==> src/rtl/opendap_ap_sequencer.sv <==
// rtl/opendap_ap_sequencer.sv - sequences DP AP accesses onto N_APS downstream access ports
// Optional watchdog on stalled accesses: define OPENDAP_AP_TIMEOUT_EN.
module opendap_ap_sequencer #(
    parameter int N_APS          = 1,
    parameter int TIMEOUT_CYCLES = 1023
) (
    input  logic                  swclk,
    input  logic                  rst_n,
    input  logic [7:0]            ap_sel,
    input  logic [5:0]            ap_addr,
    input  logic [31:0]           ap_wdata,
    input  logic                  ap_wen,
    input  logic                  ap_ren,
    output logic [31:0]           ap_rdata,
    output logic                  ap_rdy,
    output logic                  ap_err,
    input  logic                  dap_abort,
    output logic                  overrun,
    output logic [N_APS-1:0]      dst_req,
    output logic [5:0]            dst_addr,
    output logic [31:0]           dst_wdata,
    output logic                  dst_write,
    output logic                  dst_abort,
    input  logic [N_APS-1:0]      dst_ack,
    input  logic [N_APS-1:0]      dst_err,
    input  logic [32*N_APS-1:0]   dst_rdata
);

    typedef enum logic [1:0] {
        IDLE   = 2'd0,
        REQ    = 2'd1,
        BADSEL = 2'd2
    } state_t;

    localparam logic [8:0] NAPS9 = 9'(N_APS);

    state_t      state_q, state_d;
    logic [7:0]  sel_q, sel_d;
    logic [5:0]  addr_q, addr_d;
    logic [31:0] wdata_q, wdata_d;
    logic        write_q, write_d;
    logic [31:0] rdata_q, rdata_d;
    logic        err_q, err_d;
    logic        overrun_q, overrun_d;
    logic        abort_q, abort_d;

    logic        strobe;
    logic        ack_hit;
    logic        err_hit;
    logic [31:0] rdata_hit;
    logic        tmo_hit;

    assign strobe = ap_wen | ap_ren;

    // Only the selected AP's ack/err/rdata are visible to the sequencer.
    always_comb begin
        ack_hit   = 1'b0;
        err_hit   = 1'b0;
        rdata_hit = '0;
        for (int k = 0; k < N_APS; k++) begin
            if (sel_q == 8'(k)) begin
                ack_hit   = dst_ack[k];
                err_hit   = dst_err[k];
                rdata_hit = dst_rdata[32*k +: 32];
            end
        end
    end

`ifdef OPENDAP_AP_TIMEOUT_EN
    localparam int TW = $clog2(TIMEOUT_CYCLES + 1);
    logic [TW-1:0] cnt_q, cnt_d;

    // The counter holds the number of REQ cycles already spent without ack.
    assign tmo_hit = (state_q == REQ) && (cnt_q == TW'(TIMEOUT_CYCLES - 1));
    assign cnt_d   = (state_q == REQ) ? cnt_q + 1'b1 : '0;

    always_ff @(posedge swclk or negedge rst_n) begin
        if (!rst_n) cnt_q <= '0;
        else        cnt_q <= cnt_d;
    end
`else
    assign tmo_hit = 1'b0;
`endif

    always_ff @(posedge swclk or negedge rst_n) begin
        if (!rst_n) begin
            state_q   <= IDLE;
            sel_q     <= '0;
            addr_q    <= '0;
            wdata_q   <= '0;
            write_q   <= 1'b0;
            rdata_q   <= '0;
            err_q     <= 1'b0;
            overrun_q <= 1'b0;
            abort_q   <= 1'b0;
        end else begin
            state_q   <= state_d;
            sel_q     <= sel_d;
            addr_q    <= addr_d;
            wdata_q   <= wdata_d;
            write_q   <= write_d;
            rdata_q   <= rdata_d;
            err_q     <= err_d;
            overrun_q <= overrun_d;
            abort_q   <= abort_d;
        end
    end

    always_comb begin
        state_d   = state_q;
        sel_d     = sel_q;
        addr_d    = addr_q;
        wdata_d   = wdata_q;
        write_d   = write_q;
        rdata_d   = rdata_q;
        err_d     = err_q;
        overrun_d = 1'b0;
        abort_d   = 1'b0;
        case (state_q)
            IDLE: begin
                if (strobe) begin
                    sel_d   = ap_sel;
                    addr_d  = ap_addr;
                    wdata_d = ap_wdata;
                    write_d = ap_wen;
                    err_d   = 1'b0;
                    state_d = ({1'b0, ap_sel} < NAPS9) ? REQ : BADSEL;
                end
            end
            REQ: begin
                overrun_d = strobe;
                // A completing ack beats a concurrent abort or timeout.
                if (ack_hit) begin
                    state_d = IDLE;
                    err_d   = err_hit;
                    if (!write_q) rdata_d = rdata_hit;
                end else if (dap_abort || tmo_hit) begin
                    state_d = IDLE;
                    abort_d = 1'b1;
                    err_d   = 1'b1;
                end
            end
            BADSEL: begin
                overrun_d = strobe;
                state_d   = IDLE;
                err_d     = 1'b1;
            end
            default: state_d = IDLE;
        endcase
    end

    always_comb begin
        ap_rdy = (state_q == IDLE);
        for (int k = 0; k < N_APS; k++) begin
            dst_req[k] = (state_q == REQ) && (sel_q == 8'(k));
        end
    end

    assign ap_rdata  = rdata_q;
    assign ap_err    = err_q;
    assign overrun   = overrun_q;
    assign dst_addr  = addr_q;
    assign dst_wdata = wdata_q;
    assign dst_write = write_q;
    assign dst_abort = abort_q;

endmodule

==> config.mk <==
export PLATFORM = sky130hd
export DESIGN_NAME = opendap_ap_sequencer
export DESIGN_NICKNAME = d
export VERILOG_FILES = /design/src/rtl/opendap_ap_sequencer.sv
export SDC_FILE = /design/constraint.sdc
export NUM_CORES = 1
export LEC_CHECK = 0
export CORE_MARGIN = 1
export CORE_UTILIZATION = 25
export CTS_CLUSTER_SIZE = 14
export DETAILED_ROUTE_END_ITERATION = 10
export GPL_TIMING_DRIVEN = 0
export PLACE_DENSITY = 0.62
export SLEW_MARGIN = 10
export SYNTH_ARGS = -nofsm -noshare
export SYNTH_HDL_FRONTEND = slang
export SYNTH_SLANG_ARGS = --single-unit
export TNS_END_PERCENT = 30
==> constraint.sdc <==
create_clock -name swclk -period 4.3 [get_ports swclk]
set_input_delay 0.86 -clock swclk [delete_from_list [all_inputs] [get_ports swclk]]
set_output_delay 0.86 -clock swclk [all_outputs]
set_load 0.005 [all_outputs]
==> run summary <==
# Post-CTS Setup Buffers -> 0
Synth top area share -> 0.619
Hold WC Path Type -> reg -> reg
Hold Fails Final Rpt -> 0
GR Util All Layers -> 0.121
DRT iter0 DRCs -> 69
Yosys top cell by area -> dfrtp_1
RSZ-0062 raised after global routing -> false
Post-synth top cells -> 84 x dfrtp_1, 46 x mux2_2, 30 x mux2_4
Fin crit share -> 0.635
Setup-failing EPs final -> 0
Vias -> 2312
Critical R2R Capture -> ap_rdata[14]
Flip-flop and latch count after synthesis -> 84
Max-slew violation count -> 0
Tot Pwr -> 2420 µW
Die height -> 119 µm
M1 WL -> 3420 µm
Cells after DPL -> 540
DP HPWL -> 5850 µm
CTS tree -> done
Total Wirelength -> 7920 µm
Fin crit period -> 2.73 ns
Die area -> 0.0140 mm²
Ant. Diodes -> 0
# fillers -> 1252
Final Instance Count excl. Fillers -> 556
Hold_buf cts -> 0
Most frequent cell after synthesis -> dfrtp_1
First-pass GRT wire length -> 13000 µm
Pleak -> 0.00243 µW
I/O Buffers -> 160
H-tree levels -> 3
Post-layout util -> 0.420
Sequential share of the synthesized area -> 0.619
Layout cells sized above 1 -> 0.258
Post-synth EDFFs -> 0
CTS buffer count -> 9
Status -> completed
Ys flop type -> dfrtp_1
Post-route DRC -> 0
Std-Cell Core Area -> 0.0132 mm²
I/O pin count -> 161
Row Count -> 42
Clk pin slew, worst setup/hold paths -> 0.06 ns
Nets -> 463
Post-cts sizing count -> 0
Crit-path max cell delay -> 0.51 ns
R2r startpoint -> sel_q[7]
Slew margin rel. -> 0.580
WS Path Type -> reg -> out
Yosys cell types -> 26
Timing-limited maximum frequency -> 0.366 GHz
Worst-case clock buffer depth -> 2
Maxcap violations -> 0
Gpl congestion -> 0.748
Post-synth ARST share -> 1.00
Synthesized net count -> 291
P&R area growth vs syn -> 63.8%
CTS sink cnt -> 84
Area contributors post-synth -> dfrtp_1 62%, mux2_2 15%, mux2_4 13%
Netlist Area Pre-Place -> 0.00339 mm²
Yosys warning total -> 0
Storage cell area -> 0.00210 mm²
Max IR drop VDD -> 0.238 mV
Remaining antenna violation count -> 0
Mean Syn Cell Area -> 16.7 µm²
Die width -> 119 µm
Multi-input logic area -> 0.00119 mm²
Post-Syn Instances -> 203
Arrival time worst endpoint -> 1.87 ns
Cells on worst reg2reg path -> 6
Initial Util -> 0.256
Antenna violations before repair -> 0
Met3 Wirelength -> 685 µm
Vias in the first global route -> 2480
Clk_lat worst skew -> 0.34 ns
Hold depth -> 1
Via density per instance -> 4.16
Power Density -> 435 mW/mm²
Global route overflow -> 0
Crit-path cells -> nor4_2 > and3_1 > clkdlybuf4s50_1
Worst R2R Setup Slack -> 2.24 ns
Largest net degree at the start of global routing -> 44
Crit. End Element -> output port
Pre-antenna DRT Iters -> 3
Root buf cell -> clkbuf_16
CP max stage cell -> clkdlybuf4s50_1
DR WL/cell -> 14.2 µm
DR WL met2 -> 3730 µm
Required time of the critical path -> 3.44 ns
Critical path fanouts, max -> 3
Hold path startpoint -> ap_rdata[31]
Worst setup SP type -> flop
Worst-Margin Slew -> 0.626 ns
WHS Endpoint -> ap_rdata[31]
Top Metal Used -> met4
Clock skew -> 0.00765 ns
-- logic make-up (layout without fill, tap and decap cells) --
| group | Yosys count | after routing | synth area share |
|---|---|---|---|
| adder cells (fa/ha/maj) | 3 | 3 | 0.0111 |
| flip-flops | 84 | 84 | 0.619 |
| AO/OA/AOI/OAI | 9 | 9 | 0.0184 |
| AND/OR/NAND/NOR | 17 | 17 | 0.0291 |
| buffers and inverters | 12 | 189 | 0.0299 |
| multiplexers | 78 | 78 | 0.292 |
-- flip-flops by register name (all words and copies together), names as in the netlist --
signal / count
ap_rdata: 32
dst_wdata: 32
overrun: 1
state_q: 2
dst_write: 1
dst_addr: 6
ap_err: 1
dst_abort: 1
sel_q: 8
-- layout by cell type, fill, tap and decap left out, drive strengths merged --
| cell | n |
|---|---|
| clkdlybuf4s50 | 159 |
| dfrtp | 84 |
| mux2 | 78 |
| clkbuf | 17 |
| buf | 6 |
| nand2 | 4 |
| nor4 | 4 |
| inv | 3 |
| nor2 | 3 |
| ha | 3 |
| o21ai | 3 |
| and3 | 2 |
| bufinv | 2 |
| nand3 | 1 |
| nor2b | 1 |
| or3 | 1 |
| a311oi | 1 |
| a21oi | 1 |
| o32ai | 1 |
| o21a | 1 |
| nor3 | 1 |
| o41ai | 1 |
| o2bb2ai | 1 |
| clkinv | 1 |
| clkinvlp | 1 |
-- per-layer routing --
layer | vias up | track usage
met5 | - | 0
met4 | 0 | 0.0451
met3 | 7 | 0.0560
met2 | 103 | 0.183
met1 | 1140 | 0.149
li1 | 1062 | -
-- power by group --
group	internal, µW	leakage, µW	switching, µW	total (µW)
registers	933	0.00105	74.2	1010
clock network	523	0.000153	300	823
logic	408	0.00122	180	588
total	1860	0.00243	554	2420
-- worst max-delay path, delay by kind of cell (launching register included) --
family	cells	cell delay, ns
and+or+nand+nor	2	0.63
DFF	1	0.39
buffers and inverters	1	0.51
-- final cells by class --
cell class	instances	share of cell area
multi-input cells	107	0.214
flip-flops and latches	84	0.378
repair buffers	161	0.293
clock buffers	12	0.0443
inverters	3	0.00203
plain buffers	9	0.0162
well taps	176	0.0396
clock inverters	4	0.0131
-- worst max-delay path by stage --
stage | slack [ns] | depth (start not counted) | startpoint | endpoint
CTS | 1.55 | 3 | sel_q[7] | dst_req
detailed placement | 1.45 | 4 | ap_wen | dst_wdata[4]
floorplan | 2.35 | 5 | dst_ack | ap_rdata[10]
global placement | -0.82 | 1 | rst_n | dst_wdata[0]
finish | 1.57 | 3 | sel_q[7] | dst_req
global route | 1.47 | 3 | sel_q[7] | dst_req
-- metrics by stage --
stage	setup TNS (ns)	hold slack, ns	instance area, µm²	setup slack [ns]
3_5_place_dp	0	0.481	5240	1.45
6_report	0	0.488	5560	1.57
5_1_grt	0	0.516	5560	1.47
2_1_floorplan	0	0.486	3390	2.35
3_3_place_gp	-68.46	0.475	5220	-0.820
4_1_cts	0	0.494	5560	1.55
No activity file was read; power rests on OpenSTA's default activity.
